===== src/rtl/i2c_line_conditioner.sv =====
// I2C pad front end: two-flop synchronizers, per-line glitch filters, edge strobes
// and START/STOP detection, all decoded from registered state.

module i2c_lc_channel #(
  parameter int unsigned FILTER_CYCLES = 4
) (
  input  logic clk_i,
  input  logic rst_ni,
  input  logic pad_i,
  output logic level_o,
  output logic prev_o,
  output logic rise_o,
  output logic fall_o
);

  localparam int unsigned CW = $clog2(FILTER_CYCLES + 1);
  localparam logic [CW-1:0] CNT_LAST = CW'(FILTER_CYCLES - 1);
  localparam logic [CW-1:0] CNT_ONE  = CW'(1);

  logic          s1_q;
  logic          s2_q;
  logic          f_q;
  logic          f_d;
  logic          p_q;
  logic [CW-1:0] cnt_q;
  logic [CW-1:0] cnt_d;

  // Filter: the synchronized level must differ from f for FILTER_CYCLES
  // consecutive cycles; any return to f restarts the count.
  always_comb begin
    f_d   = f_q;
    cnt_d = {CW{1'b0}};
    if (s2_q == f_q) begin
      cnt_d = {CW{1'b0}};
    end else if (cnt_q == CNT_LAST) begin
      f_d   = s2_q;
      cnt_d = {CW{1'b0}};
    end else begin
      cnt_d = cnt_q + CNT_ONE;
    end
  end

  // Synchronizer, filter and previous-level state; idle-high out of reset.
  always_ff @(posedge clk_i or negedge rst_ni) begin
    if (!rst_ni) begin
      s1_q  <= 1'b1;
      s2_q  <= 1'b1;
      f_q   <= 1'b1;
      p_q   <= 1'b1;
      cnt_q <= {CW{1'b0}};
    end else begin
      s1_q  <= pad_i;
      s2_q  <= s1_q;
      f_q   <= f_d;
      p_q   <= f_q;
      cnt_q <= cnt_d;
    end
  end

  assign level_o = f_q;
  assign prev_o  = p_q;
  assign rise_o  = f_q & ~p_q;
  assign fall_o  = ~f_q & p_q;

endmodule

module i2c_line_conditioner #(
  parameter int unsigned FILTER_CYCLES = 4
) (
  input  logic clk,
  input  logic n_rst,
  input  logic SDA_in,
  input  logic SCL_in,
  output logic SDA_sync,
  output logic SCL_sync,
  output logic SDA_rise,
  output logic SDA_fall,
  output logic SCL_rise,
  output logic SCL_fall,
  output logic start_det,
  output logic stop_det
);

  logic sda_prev_s;
  logic scl_prev_s;

  i2c_lc_channel #(.FILTER_CYCLES(FILTER_CYCLES)) u_sda (
    .clk_i   (clk),
    .rst_ni  (n_rst),
    .pad_i   (SDA_in),
    .level_o (SDA_sync),
    .prev_o  (sda_prev_s),
    .rise_o  (SDA_rise),
    .fall_o  (SDA_fall)
  );

  i2c_lc_channel #(.FILTER_CYCLES(FILTER_CYCLES)) u_scl (
    .clk_i   (clk),
    .rst_ni  (n_rst),
    .pad_i   (SCL_in),
    .level_o (SCL_sync),
    .prev_o  (scl_prev_s),
    .rise_o  (SCL_rise),
    .fall_o  (SCL_fall)
  );

  // SCL must be high now and in the previous cycle, so a simultaneous
  // SDA/SCL change never qualifies as START or STOP.
  assign start_det = SDA_fall & SCL_sync & scl_prev_s;
  assign stop_det  = SDA_rise & SCL_sync & scl_prev_s;

  logic unused_s;
  assign unused_s = sda_prev_s;

endmodule


===== config.mk =====
export PLATFORM = sky130hd
export DESIGN_NAME = i2c_line_conditioner
export DESIGN_NICKNAME = d
export VERILOG_FILES = /design/src/rtl/i2c_line_conditioner.sv
export SDC_FILE = /design/constraint.sdc
export NUM_CORES = 1
export LEC_CHECK = 0
export CORE_AREA = 2 2 39 41
export DETAILED_ROUTE_END_ITERATION = 8
export DIE_AREA = 0 0 41 43
export GPL_TIMING_DRIVEN = 0
export PLACE_DENSITY = 0.65
export SETUP_SLACK_MARGIN = 0.1
export SLEW_MARGIN = 10
export SYNTH_ARGS = -nofsm -noshare
export SYNTH_HDL_FRONTEND = slang
export SYNTH_SLANG_ARGS = --single-unit

===== constraint.sdc =====
create_clock -name clk -period 3.25 [get_ports clk]
set_clock_uncertainty 0.15 [all_clocks]
set_input_delay 0.975 -clock clk [delete_from_list [all_inputs] [get_ports clk]]
set_output_delay 0.975 -clock clk [all_outputs]
set_load 0.03 [all_outputs]

==> results.yml, run 1 <==
pwr:
  cellPowerDensity_nw_per_um2: 980.4
  vdd_drop_max_uv: 555.8
  leakagePower_uw: 0.0002979
clock_network:
  clkSlewWorstSetupHoldPaths_ns: 0.08
  hold_buffers: 0
  clockRootBuffer: "clkbuf_4"
  cts_tree: "built"
  cts_buffers: 3
  cts.sinks: 14
  cts.path.max_buffers: 2
  ctsHtreeMaxLevel: 1
  clk_latency_ns: 0.26
  cts_resized: 0
  post_cts_buffers: 0
grt:
  met2_usage_pct: 20.00
  grt_pass1_wl_mm: 1.345
  overflow: 0
  top_usage_layer: "met2"
  antenna_found_initial: 0
  met3_usage_pct: 5.236
  grt_use_met1_pct: 10.80
  grt_max_degree: 15
  grt_pass1_vias: 332
  grt_use_total_pct: 12.65
yosys:
  synth_cell_types: 12
  ys_seq_area_share_pct: 68.41
  synthCells: 34
  yosys-top-cells-area: "dfstp_2, dfrtp_1, ha_1, mux2_2, nor3b_1"
  synth_fp_nets: 40
  synth_most_common_cell: "dfstp_2"
  synth_top_area_share_pct: 39.90
  synth_commonest_cells: "dfstp_2, dfrtp_1, nor2b_1, nor3b_1"
  synth-seq-cells: 14
  synth_flop_cell: "dfstp_2"
  yosysTopAreaCell: "dfstp_2"
  synthArstFlopShare_pct: 100.0
  syn_area_per_cell_um2: 15.49
  netlist_area_um2: 526.8
  synth_warnings: 0
  synth_edf_count: 0
run:
  cap_violations: 0
layout:
  diodes: 0
  register_area_um2: 360.3
  n_fill_cell: 121
  final_nets: 56
  multi_input_area_um2: 166.4
  syn2layout_area_growth_pct: 31.59
  drive_gt1_share_pct: 34.69
  fin_area_um2: 693.2
drt:
  drtIter0Drc: 3
  vias: 311
  drc: 0
  avgViaCountPerCell: 4.785
  wl_per_cell_um: 12.08
  drtAntennaViolNets: 0
  wl_um: 785
  firstDrtPassIters: 4
floorplanning:
  num_rows: 14
  start_util_pct: 38.07
  num_io_pins: 12
  die_area_um2: 1763
  dieWidth_um: 41
  die_y_um: 43
  core_area_um2: 1384
timing:
  maxSlewHeadroom_pct: 62.55
  finalCriticalPeriod_ns: 2.984
  setup_tns_ns: 0
  setup_viol: 0
  max_freq_ghz: 0.3352
  finalHoldViolCount: 0
  period_share_pct: 91.80
  rsz0062_at_grt: "no"
  tightest_slew_ns: 0.5600
  slew_viol_final: 0
setup_path:
  crit_fanout: 6
  arrival_ns: 1.86
  cpMaxStageDelayCell: "clkdlybuf4s50_1"
  cp-end-kind: "output pin"
  path_cells: "nor2b_1 > and3_1 > clkdlybuf4s50_1"
  slowest_delay_ns: 0.66
  cp-start-kind: "flip-flop"
  cp.required_ns: 2.12
  crit_type: "flip-flop to output pin"
placed_design:
  place_area_um2: 656.9
  hpwlAfterDp_um: 624
  gp_congestion: 0.6496
  io_buffers: 11
min_path:
  hold_class: "flip-flop to flip-flop"
run_status:
  outcome: "completed"
-- power breakdown --
group          internal (µW)  leakage (µW)  total, µW  switching (µW)
Combinational            133      0.000113        279             147
Clock                   68.0     0.0000210        117            49.0
Sequential               243      0.000164        283            40.6
Total                    443      0.000298        680             236
-- through the flow --
step	utilization (%)	hold slack (ns)	total power [µW]	setup WS (ns)	cells
6_report	50.09	0.2103	679.6	0.2665	65
5_1_grt	50.09	0.2122	726.6	0.1740	65
4_1_cts	50.09	0.2084	689.6	0.2504	65
3_5_place_dp	47.47	0.1975	568.9	0.5617	61
3_3_place_gp	47.47	0.1954	550.3	0.5979	61
2_1_floorplan	-	0.1952	456.8	0.5369	34
-- per-layer routing --
metal	routed length, µm	vias to the layer above
met2	450	11
met4	15	0
met1	263	151
met3	56	2
li1	-	147
met5	0	-
-- critical path, delay by kind of cell (launching register included) --
kind                   cells  cell delay (ns)
and+or+nand+nor            2             0.35
buffers and inverters      1             0.66
DFF                        1             0.59
-- registers in the layout, summed over array words and instances (netlist names) --
register       cells
u_sda.s2_q         1
u_scl.prev_o       1
u_sda.prev_o       1
u_scl.cnt_q        3
u_sda.level_o      1
u_sda.s1_q         1
u_scl.s1_q         1
u_scl.s2_q         1
u_scl.level_o      1
u_sda.cnt_q        3
-- final cells by class --
class | count | share of cell area, %
flip-flops and latches | 14 | 51.99
multi-input cells | 20 | 24.01
repair buffers | 11 | 15.88
clock buffers | 4 | 5.235
well taps | 16 | 2.888
-- cell usage in the layout (no fill, tap or decap) --
| cell | instances |
|---|---|
| clkdlybuf4s50_1 | 11 |
| dfstp_2 | 8 |
| dfrtp_1 | 6 |
| nor3b_1 | 3 |
| nor2b_1 | 3 |
| clkbuf_4 | 3 |
| xnor2_1 | 2 |
| nor2b_2 | 2 |
| nor3_1 | 2 |
| and3_1 | 2 |
| mux2_2 | 2 |
| ha_1 | 2 |
| nor3b_2 | 1 |
| and2b_1 | 1 |
| clkbuf_8 | 1 |
-- worst paths after layout --
check	startpoint	to	cells after the start	slack (ns)
min	u_scl.s1_q	u_scl.s2_q	0	0.21
max	u_sda.level_o	stop_det	3	0.27
max in group asynchronous	n_rst	u_scl.s2_q	1	1.66
min in group asynchronous	n_rst	u_sda.cnt_q[1]	1	0.91
max reg2reg	u_scl.cnt_q[0]	u_scl.level_o	3	1.93
min reg2reg	u_scl.s1_q	u_scl.s2_q	0	0.21
-- kinds of logic (layout without fill, tap and decap cells) --
kind of cell	after synthesis	after routing	synth area share, %
adder cells (fa/ha/maj)	2	2	4.750
AND/OR/NAND/NOR	14	14	19.24
flip-flops	14	14	68.41
multiplexers	2	2	4.275
buffers and inverters	0	15	0
XOR/XNOR	2	2	3.326
(Power assumes the default switching activity.)
==> run 2, diff against run 1 <==
Settings changed: ABC_CLOCK_PERIOD_IN_PS set to 3250.
==> results of run 2 <==
The final DEF is identical to that of run 1; final timing and power are the same.
==> run 3, diff against run 2 <==
Settings changed: CTS_BUF_LIST set to sky130_fd_sc_hd__clkbuf_4 sky130_fd_sc_hd__clkbuf_8, SETUP_SLACK_MARGIN 0.1 to not set.
==> results of run 3 <==
The final DEF is identical to that of run 1; final timing and power are the same.
